$ cat src/rtl/qspi_seq_pkg.sv
// -----------------------------------------------------------------------------
// qspi_seq_pkg
// Shared definitions for the QSPI flash command sequencer:
//   - N25Q-class flash opcodes issued to qspi_master
//   - host operation encoding (op_e)
//   - sequencer FSM state encoding (state_e)
// -----------------------------------------------------------------------------
package qspi_seq_pkg;

    localparam logic [7:0] CMD_WREN = 8'h06;
    localparam logic [7:0] CMD_READ = 8'h03;
    localparam logic [7:0] CMD_PP   = 8'h02;
    localparam logic [7:0] CMD_SE   = 8'hD8;
    localparam logic [7:0] CMD_RDSR = 8'h05;

    typedef enum logic [1:0] {
        OP_READ    = 2'b00,
        OP_PROGRAM = 2'b01,
        OP_ERASE   = 2'b10,
        OP_RSVD    = 2'b11
    } op_e;

    typedef enum logic [3:0] {
        ST_IDLE,
        ST_WREN_ISS,
        ST_WREN_WAIT,
        ST_OP_ISS,
        ST_OP_WAIT,
        ST_GAP,
        ST_POLL_ISS,
        ST_POLL_WAIT,
        ST_RESP
    } state_e;

endpackage

$ cat src/rtl/qspi_flash_seq.sv
// -----------------------------------------------------------------------------
// qspi_flash_seq
// Turns single host requests (READ / PROGRAM / ERASE) into the flash command
// sequence for qspi_master. PROGRAM and ERASE run WREN, the operation, then
// RDSR polling (separated by POLL_GAP idle clocks) until WIP=0.
//
// Optional feature: define QSPI_SEQ_POLL_TIMEOUT_EN to bound polling to
// POLL_MAX RDSR transactions; exceeding it completes with o_rsp_err=1.
//
// Ports:
//   i_clk, i_rst_n                 clock, async active-low reset
//   i_req_valid/o_req_ready        host request handshake (ready only in IDLE)
//   i_req_op/addr/data             operation, flash address, program data
//   o_rsp_valid/data/err           one-cycle completion, read data, error flag
//   o_m_enable                     one-cycle start pulse to the master
//   o_m_command/addr/data/rw       master transaction fields (held until done)
//   o_m_burst_enable               tied 0
//   i_m_busy/i_m_done              master status
//   i_m_read_word                  master read result
// -----------------------------------------------------------------------------
module qspi_flash_seq
    import qspi_seq_pkg::*;
#(
    parameter int DATA_W   = 32,
    parameter int ADDR_W   = 24,
    parameter int POLL_GAP = 16,
    parameter int POLL_MAX = 4096
) (
    input  logic              i_clk,
    input  logic              i_rst_n,
    input  logic              i_req_valid,
    output logic              o_req_ready,
    input  logic [1:0]        i_req_op,
    input  logic [ADDR_W-1:0] i_req_addr,
    input  logic [DATA_W-1:0] i_req_data,
    output logic              o_rsp_valid,
    output logic [DATA_W-1:0] o_rsp_data,
    output logic              o_rsp_err,
    output logic              o_m_enable,
    output logic [7:0]        o_m_command,
    output logic [ADDR_W-1:0] o_m_addr,
    output logic [DATA_W-1:0] o_m_data,
    output logic              o_m_rw,
    output logic              o_m_burst_enable,
    input  logic              i_m_busy,
    input  logic              i_m_done,
    input  logic [DATA_W-1:0] i_m_read_word
);

    // A zero-width counter is not legal, so POLL_GAP=0 still gets one bit.
    localparam int GAP_W = (POLL_GAP > 0) ? $clog2(POLL_GAP + 1) : 1;

    state_e              state_q,     state_d;
    op_e                 op_q,        op_d;
    logic [ADDR_W-1:0]   addr_q,      addr_d;
    logic [DATA_W-1:0]   data_q,      data_d;
    logic [GAP_W-1:0]    gap_q,       gap_d;
    logic                rsp_valid_q, rsp_valid_d;
    logic [DATA_W-1:0]   rsp_data_q,  rsp_data_d;
    logic                rsp_err_q,   rsp_err_d;
    logic                m_enable_q,  m_enable_d;
    logic [7:0]          m_command_q, m_command_d;
    logic [ADDR_W-1:0]   m_addr_q,    m_addr_d;
    logic [DATA_W-1:0]   m_data_q,    m_data_d;
    logic                m_rw_q,      m_rw_d;

`ifdef QSPI_SEQ_POLL_TIMEOUT_EN
    localparam int POLL_W = $clog2(POLL_MAX + 1);
    logic [POLL_W-1:0]   poll_q,      poll_d;
`endif

    always_ff @(posedge i_clk or negedge i_rst_n) begin
        if (!i_rst_n) begin
            state_q     <= ST_IDLE;
            op_q        <= OP_READ;
            addr_q      <= '0;
            data_q      <= '0;
            gap_q       <= '0;
            rsp_valid_q <= 1'b0;
            rsp_data_q  <= '0;
            rsp_err_q   <= 1'b0;
            m_enable_q  <= 1'b0;
            m_command_q <= '0;
            m_addr_q    <= '0;
            m_data_q    <= '0;
            m_rw_q      <= 1'b0;
`ifdef QSPI_SEQ_POLL_TIMEOUT_EN
            poll_q      <= '0;
`endif
        end else begin
            state_q     <= state_d;
            op_q        <= op_d;
            addr_q      <= addr_d;
            data_q      <= data_d;
            gap_q       <= gap_d;
            rsp_valid_q <= rsp_valid_d;
            rsp_data_q  <= rsp_data_d;
            rsp_err_q   <= rsp_err_d;
            m_enable_q  <= m_enable_d;
            m_command_q <= m_command_d;
            m_addr_q    <= m_addr_d;
            m_data_q    <= m_data_d;
            m_rw_q      <= m_rw_d;
`ifdef QSPI_SEQ_POLL_TIMEOUT_EN
            poll_q      <= poll_d;
`endif
        end
    end

    always_comb begin
        state_d     = state_q;
        op_d        = op_q;
        addr_d      = addr_q;
        data_d      = data_q;
        gap_d       = gap_q;
        // Response fields are only meaningful for the single RESP cycle.
        rsp_valid_d = 1'b0;
        rsp_data_d  = '0;
        rsp_err_d   = 1'b0;
        m_enable_d  = 1'b0;
        // Transaction fields hold until the next issue.
        m_command_d = m_command_q;
        m_addr_d    = m_addr_q;
        m_data_d    = m_data_q;
        m_rw_d      = m_rw_q;
`ifdef QSPI_SEQ_POLL_TIMEOUT_EN
        poll_d      = poll_q;
`endif

        case (state_q)
            ST_IDLE: begin
                if (i_req_valid) begin
                    op_d   = op_e'(i_req_op);
                    addr_d = i_req_addr;
                    data_d = i_req_data;
`ifdef QSPI_SEQ_POLL_TIMEOUT_EN
                    poll_d = '0;
`endif
                    case (op_e'(i_req_op))
                        OP_READ:    state_d = ST_OP_ISS;
                        OP_PROGRAM,
                        OP_ERASE:   state_d = ST_WREN_ISS;
                        default: begin
                            state_d     = ST_RESP;
                            rsp_valid_d = 1'b1;
                            rsp_err_d   = 1'b1;
                        end
                    endcase
                end
            end

            ST_WREN_ISS: begin
                if (!i_m_busy) begin
                    m_enable_d  = 1'b1;
                    m_command_d = CMD_WREN;
                    m_addr_d    = '0;
                    m_data_d    = '0;
                    m_rw_d      = 1'b0;
                    state_d     = ST_WREN_WAIT;
                end
            end

            ST_WREN_WAIT: begin
                if (i_m_done) state_d = ST_OP_ISS;
            end

            ST_OP_ISS: begin
                if (!i_m_busy) begin
                    m_enable_d = 1'b1;
                    m_addr_d   = addr_q;
                    case (op_q)
                        OP_READ: begin
                            m_command_d = CMD_READ;
                            m_data_d    = '0;
                            m_rw_d      = 1'b1;
                        end
                        OP_PROGRAM: begin
                            m_command_d = CMD_PP;
                            m_data_d    = data_q;
                            m_rw_d      = 1'b0;
                        end
                        default: begin
                            m_command_d = CMD_SE;
                            m_data_d    = '0;
                            m_rw_d      = 1'b0;
                        end
                    endcase
                    state_d = ST_OP_WAIT;
                end
            end

            ST_OP_WAIT: begin
                if (i_m_done) begin
                    if (op_q == OP_READ) begin
                        state_d     = ST_RESP;
                        rsp_valid_d = 1'b1;
                        rsp_data_d  = i_m_read_word;
                    end else begin
                        state_d = ST_GAP;
                        gap_d   = '0;
                    end
                end
            end

            // Counter saturates at POLL_GAP; with POLL_GAP=0 the first
            // GAP cycle already satisfies the compare.
            ST_GAP: begin
                if (gap_q == GAP_W'(POLL_GAP)) state_d = ST_POLL_ISS;
                else                           gap_d   = gap_q + GAP_W'(1);
            end

            ST_POLL_ISS: begin
                if (!i_m_busy) begin
                    m_enable_d  = 1'b1;
                    m_command_d = CMD_RDSR;
                    m_addr_d    = '0;
                    m_data_d    = '0;
                    m_rw_d      = 1'b1;
`ifdef QSPI_SEQ_POLL_TIMEOUT_EN
                    poll_d      = poll_q + POLL_W'(1);
`endif
                    state_d     = ST_POLL_WAIT;
                end
            end

            ST_POLL_WAIT: begin
                if (i_m_done) begin
                    if (i_m_read_word[0]) begin
`ifdef QSPI_SEQ_POLL_TIMEOUT_EN
                        if (poll_q >= POLL_W'(POLL_MAX)) begin
                            state_d     = ST_RESP;
                            rsp_valid_d = 1'b1;
                            rsp_err_d   = 1'b1;
                        end else begin
                            state_d = ST_GAP;
                            gap_d   = '0;
                        end
`else
                        state_d = ST_GAP;
                        gap_d   = '0;
`endif
                    end else begin
                        state_d     = ST_RESP;
                        rsp_valid_d = 1'b1;
                    end
                end
            end

            ST_RESP: state_d = ST_IDLE;

            default: state_d = ST_IDLE;
        endcase
    end

    assign o_req_ready      = (state_q == ST_IDLE);
    assign o_rsp_valid      = rsp_valid_q;
    assign o_rsp_data       = rsp_data_q;
    assign o_rsp_err        = rsp_err_q;
    assign o_m_enable       = m_enable_q;
    assign o_m_command      = m_command_q;
    assign o_m_addr         = m_addr_q;
    assign o_m_data         = m_data_q;
    assign o_m_rw           = m_rw_q;
    assign o_m_burst_enable = 1'b0;

endmodule

$ cat config.mk
export PLATFORM = sky130hd
export DESIGN_NAME = qspi_flash_seq
export DESIGN_NICKNAME = d
export VERILOG_FILES = /design/src/rtl/qspi_seq_pkg.sv /design/src/rtl/qspi_flash_seq.sv
export SDC_FILE = /design/constraint.sdc
export NUM_CORES = 1
export LEC_CHECK = 0
export CORE_ASPECT_RATIO = 0.7
export CORE_UTILIZATION = 60
export DETAILED_ROUTE_END_ITERATION = 16
export DONT_BUFFER_PORTS = 1
export PLACE_DENSITY_LB_ADDON = 0.12
export SETUP_SLACK_MARGIN = 0.15
export SLEW_MARGIN = 20
export SYNTH_ARGS = -nofsm -noshare
export SYNTH_HDL_FRONTEND = slang
export SYNTH_SLANG_ARGS = --single-unit
export TNS_END_PERCENT = 20
$ cat constraint.sdc
create_clock -name i_clk -period 2.9 [get_ports i_clk]
set_clock_uncertainty 0.1 [all_clocks]
set_input_delay 0.435 -clock i_clk [delete_from_list [all_inputs] [get_ports i_clk]]
set_output_delay 0.435 -clock i_clk [all_outputs]
set_load 0.005 [all_outputs]
==> impl_results.rst <==
.. list-table::
   :header-rows: 1

   * - Metric
     - Value
   * - Wire length per cell after detailed routing
     - 20.4 µm
   * - Die Ht
     - 87.2 µm
   * - Register clock-pin slew on the reported worst setup and hold paths
     - 0.06 ns
   * - Cell count after synthesis
     - 424
   * - PortBufs
     - 0
   * - Type of the worst setup path
     - flip-flop to flip-flop
   * - Global-route usage over all layers
     - 0.222
   * - Drt pass-1 iters
     - 4
   * - Type of the worst min-delay path
     - input port to asynchronous set/reset pin
   * - Clock H-tree levels
     - 4
   * - Static Leak
     - 3.29 nW
   * - Required arrival time at the worst endpoint
     - 3.09 ns
   * - Fill cells
     - 651
   * - Max Cap Violations
     - 0
   * - Antenna violations before repair
     - 3
   * - Routed wire length
     - 11500 µm
   * - Reg area
     - 4080 µm²
   * - Kind of start point of the critical path
     - flip-flop
   * - Via count
     - 3374
   * - Count of endpoints failing hold in the final timing report
     - 163
   * - Number of rows created at floorplan
     - 30
   * - Flip-flop and latch count after synthesis
     - 163
   * - Number of synthesized flops with an enable pin
     - 0
   * - Congestion Overflow GR
     - 0
   * - Predominant post-synthesis flop cell
     - dfrtp_1
   * - Final net count
     - 516
   * - Number of routed nets with antenna violations
     - 0
   * - Share of final-layout standard cells stronger than drive strength 1
     - 0.113
   * - Worst-path fanout max
     - 45
   * - Std-Cell Core Area
     - 9870 µm²
   * - Yosys warning count
     - 0
   * - CTS Buffer Depth
     - 2
   * - Power Density
     - 1100 nW/µm²
   * - Fraction of registers with async set/reset
     - 1.00
   * - Share of the clock period used by the worst path after layout
     - 0.779
   * - Global-route wire length before repair
     - 17600 µm
   * - Summed instance area of the synthesized netlist
     - 6230 µm²
   * - Number of ports placed on the die boundary
     - 197
   * - Die Outline Area
     - 10800 µm²
   * - TritonCTS clock tree
     - yes
   * - Sequential element share of the synthesized area
     - 0.655
   * - # clock sinks
     - 163
   * - Period minus WS final
     - 2.26 ns
   * - Maximum VDD drop
     - 0.792 mV
   * - Largest net degree at the start of global routing
     - 164
   * - Hold slack final
     - -0.384 ns
   * - Data arrival time of the worst path
     - 2.45 ns
   * - Violations in the final reports
     - hold timing
   * - Post-route setup TNS
     - 0 ns
   * - Final Max Slew Viols
     - 0
   * - # setup viols final
     - 0
   * - Die W
     - 124 µm
   * - Synthesized area divided by synthesized cell count
     - 14.7 µm²
   * - Clk root buf
     - clkbuf_16
   * - Kind of end point of the critical path
     - flip-flop
   * - Initial standard-cell utilization of the core
     - 0.631
   * - Slew at the pin closest to its max-slew limit
     - 0.780 ns
   * - Half-perimeter wire length after placement
     - 7270 µm
   * - Post-CTS Repair Setup Buffers
     - 0
   * - RSZ-0062 raised after global routing
     - false
   * - Worst slew margin
     - 0.480
   * - RePlAce Congestion
     - 0.861
   * - Clock latency of the later-clocked register in the worst-skew pair
     - 0.41 ns
   * - Average vias per placed instance
     - 6.00
   * - CTS Buf Count
     - 17
   * - Run status
     - finished, violations left
   * - Vias in the first global route
     - 3217
   * - DR iter-0 viols
     - 210
   * - Timing-limited maximum frequency
     - 442 MHz
   * - Post-synth cell types
     - 47
   * - Area of the multi-input gates
     - 1910 µm²
   * - Final routed DRC violation total
     - 0
   * - Layout overhead on the synthesized area
     - 11.4%
-- stage by stage --
| stage | total power [mW] | setup slack [ns] | cell area, µm² | cells | utilization |
|---|---|---|---|---|---|
| global route | 8.09 | 0.485 | 6940 | 562 | 0.703 |
| finish | 7.66 | 0.640 | 6940 | 562 | 0.703 |
| detailed placement | 5.15 | 0.668 | 6250 | 528 | 0.633 |
| global placement | 5.05 | 0.728 | 6250 | 528 | 0.633 |
| CTS | 7.73 | 0.650 | 6930 | 560 | 0.702 |
| floorplan | 4.82 | 1.06 | 6230 | 425 | - |
-- Yosys cell counts, types with 4 or more instances --
master | count | share of area
inv_1 | 7 | 0.0042
mux2_1 | 57 | 0.10
nand2b_1 | 4 | 0.0040
nor2_1 | 5 | 0.0030
nand2_1 | 5 | 0.0030
a21oi_1 | 7 | 0.0056
clkbuf_1 | 6 | 0.0036
dfrtp_1 | 163 | 0.66
buf_4 | 9 | 0.011
a22o_1 | 61 | 0.086
o21ai_0 | 4 | 0.0032
buf_2 | 9 | 0.0072
and2_1 | 32 | 0.032
buf_6 | 7 | 0.013
-- what timing repair did --
item / CTS / global route
resized for setup: 0 / 0
endpoints found under the setup margin: 0 / 0
hold endpoints to repair: 163 / 163
-- path summary, 6_finish.rpt --
| kind | from | endpoint | slack [ns] | cells past startpoint |
|---|---|---|---|---|
| setup reg to reg | state_q[2] | o_m_data[31] | 0.64 | 4 |
| min in group i_clk | i_m_read_word[8] | o_rsp_data[8] | 0.05 | 1 |
| hold / removal | i_rst_n | data_q[24] | -0.38 | 0 |
| setup / recovery | state_q[2] | o_m_data[31] | 0.64 | 4 |
| hold reg to reg | data_q[23] | o_m_data[23] | 0.38 | 1 |
| max in group asynchronous | i_rst_n | o_m_rw | 2.82 | 0 |
-- registers in the layout (all words and copies together), names as in the netlist --
signal and cells:
op_q 2, data_q 32, o_rsp_data 32, state_q 4
o_rsp_valid 1, o_m_rw 1, o_m_command 4, addr_q 24
o_m_addr 24, o_rsp_err 1, gap_q 5, o_m_data 32
o_m_enable 1
-- cells in the final DEF, fill, tap and decap left out, types with 3 or more instances in the layout --
cell / n
dfrtp_1: 163
buf_4: 4
xnor2_1: 3
a22o_1: 61
nand2_1: 4
inv_1: 7
o21ai_0: 4
bufinv_16: 6
and3_1: 3
clkbuf_16: 17
a21oi_1: 7
nor2_1: 5
nand2b_1: 4
mux2_1: 57
and2_1: 32
-- metal layers --
layer | routed length [µm] | GRT usage | part of all wire
met1 | 4860 | 0.292 | 0.42
met2 | 5190 | 0.325 | 0.45
met3 | 1220 | 0.0942 | 0.11
met4 | 174 | 0.0898 | 0.015
met5 | 13 | 0 | 0.0011
-- logic make-up after synthesis --
| logic type | Yosys count | share of synthesized area |
|---|---|---|
| buffers and inverters | 39 | 0.0392 |
| other | 1 | 0.000602 |
| and+or+nand+nor | 67 | 0.0705 |
| DFF | 163 | 0.655 |
| muxes | 60 | 0.109 |
| adders and majority gates | 2 | 0.00402 |
| xor gates and xnor gates | 3 | 0.00422 |
| AOI/OAI and AO/OA | 89 | 0.117 |
-- layout make-up --
cell class | count | share of cell area
Tap cell | 128 | 0.0231
Timing Repair Buffer | 6 | 0.0101
Multi-Input combinational cell | 223 | 0.276
Clock inverter | 14 | 0.0361
Clock buffer | 18 | 0.0619
Inverter | 8 | 0.00433
Antenna cell | 2 | 0.000722
Sequential cell | 163 | 0.588
-- report_power, final --
| group | switching, mW | total [mW] | internal (mW) |
|---|---|---|---|
| registers | 0.609 | 3.65 | 3.04 |
| clock network | 0.915 | 2.55 | 1.63 |
| logic | 0.665 | 1.46 | 0.796 |
| total | 2.19 | 7.66 | 5.47 |
-- critical path, stage by stage (launching register included) --
cell,delay [ns]
dfrtp_1,0.66
nand3b_1,0.18
a211o_2,0.53
buf_4,0.35
a22o_1,0.29
No activity file was read; power rests on OpenSTA's default activity.
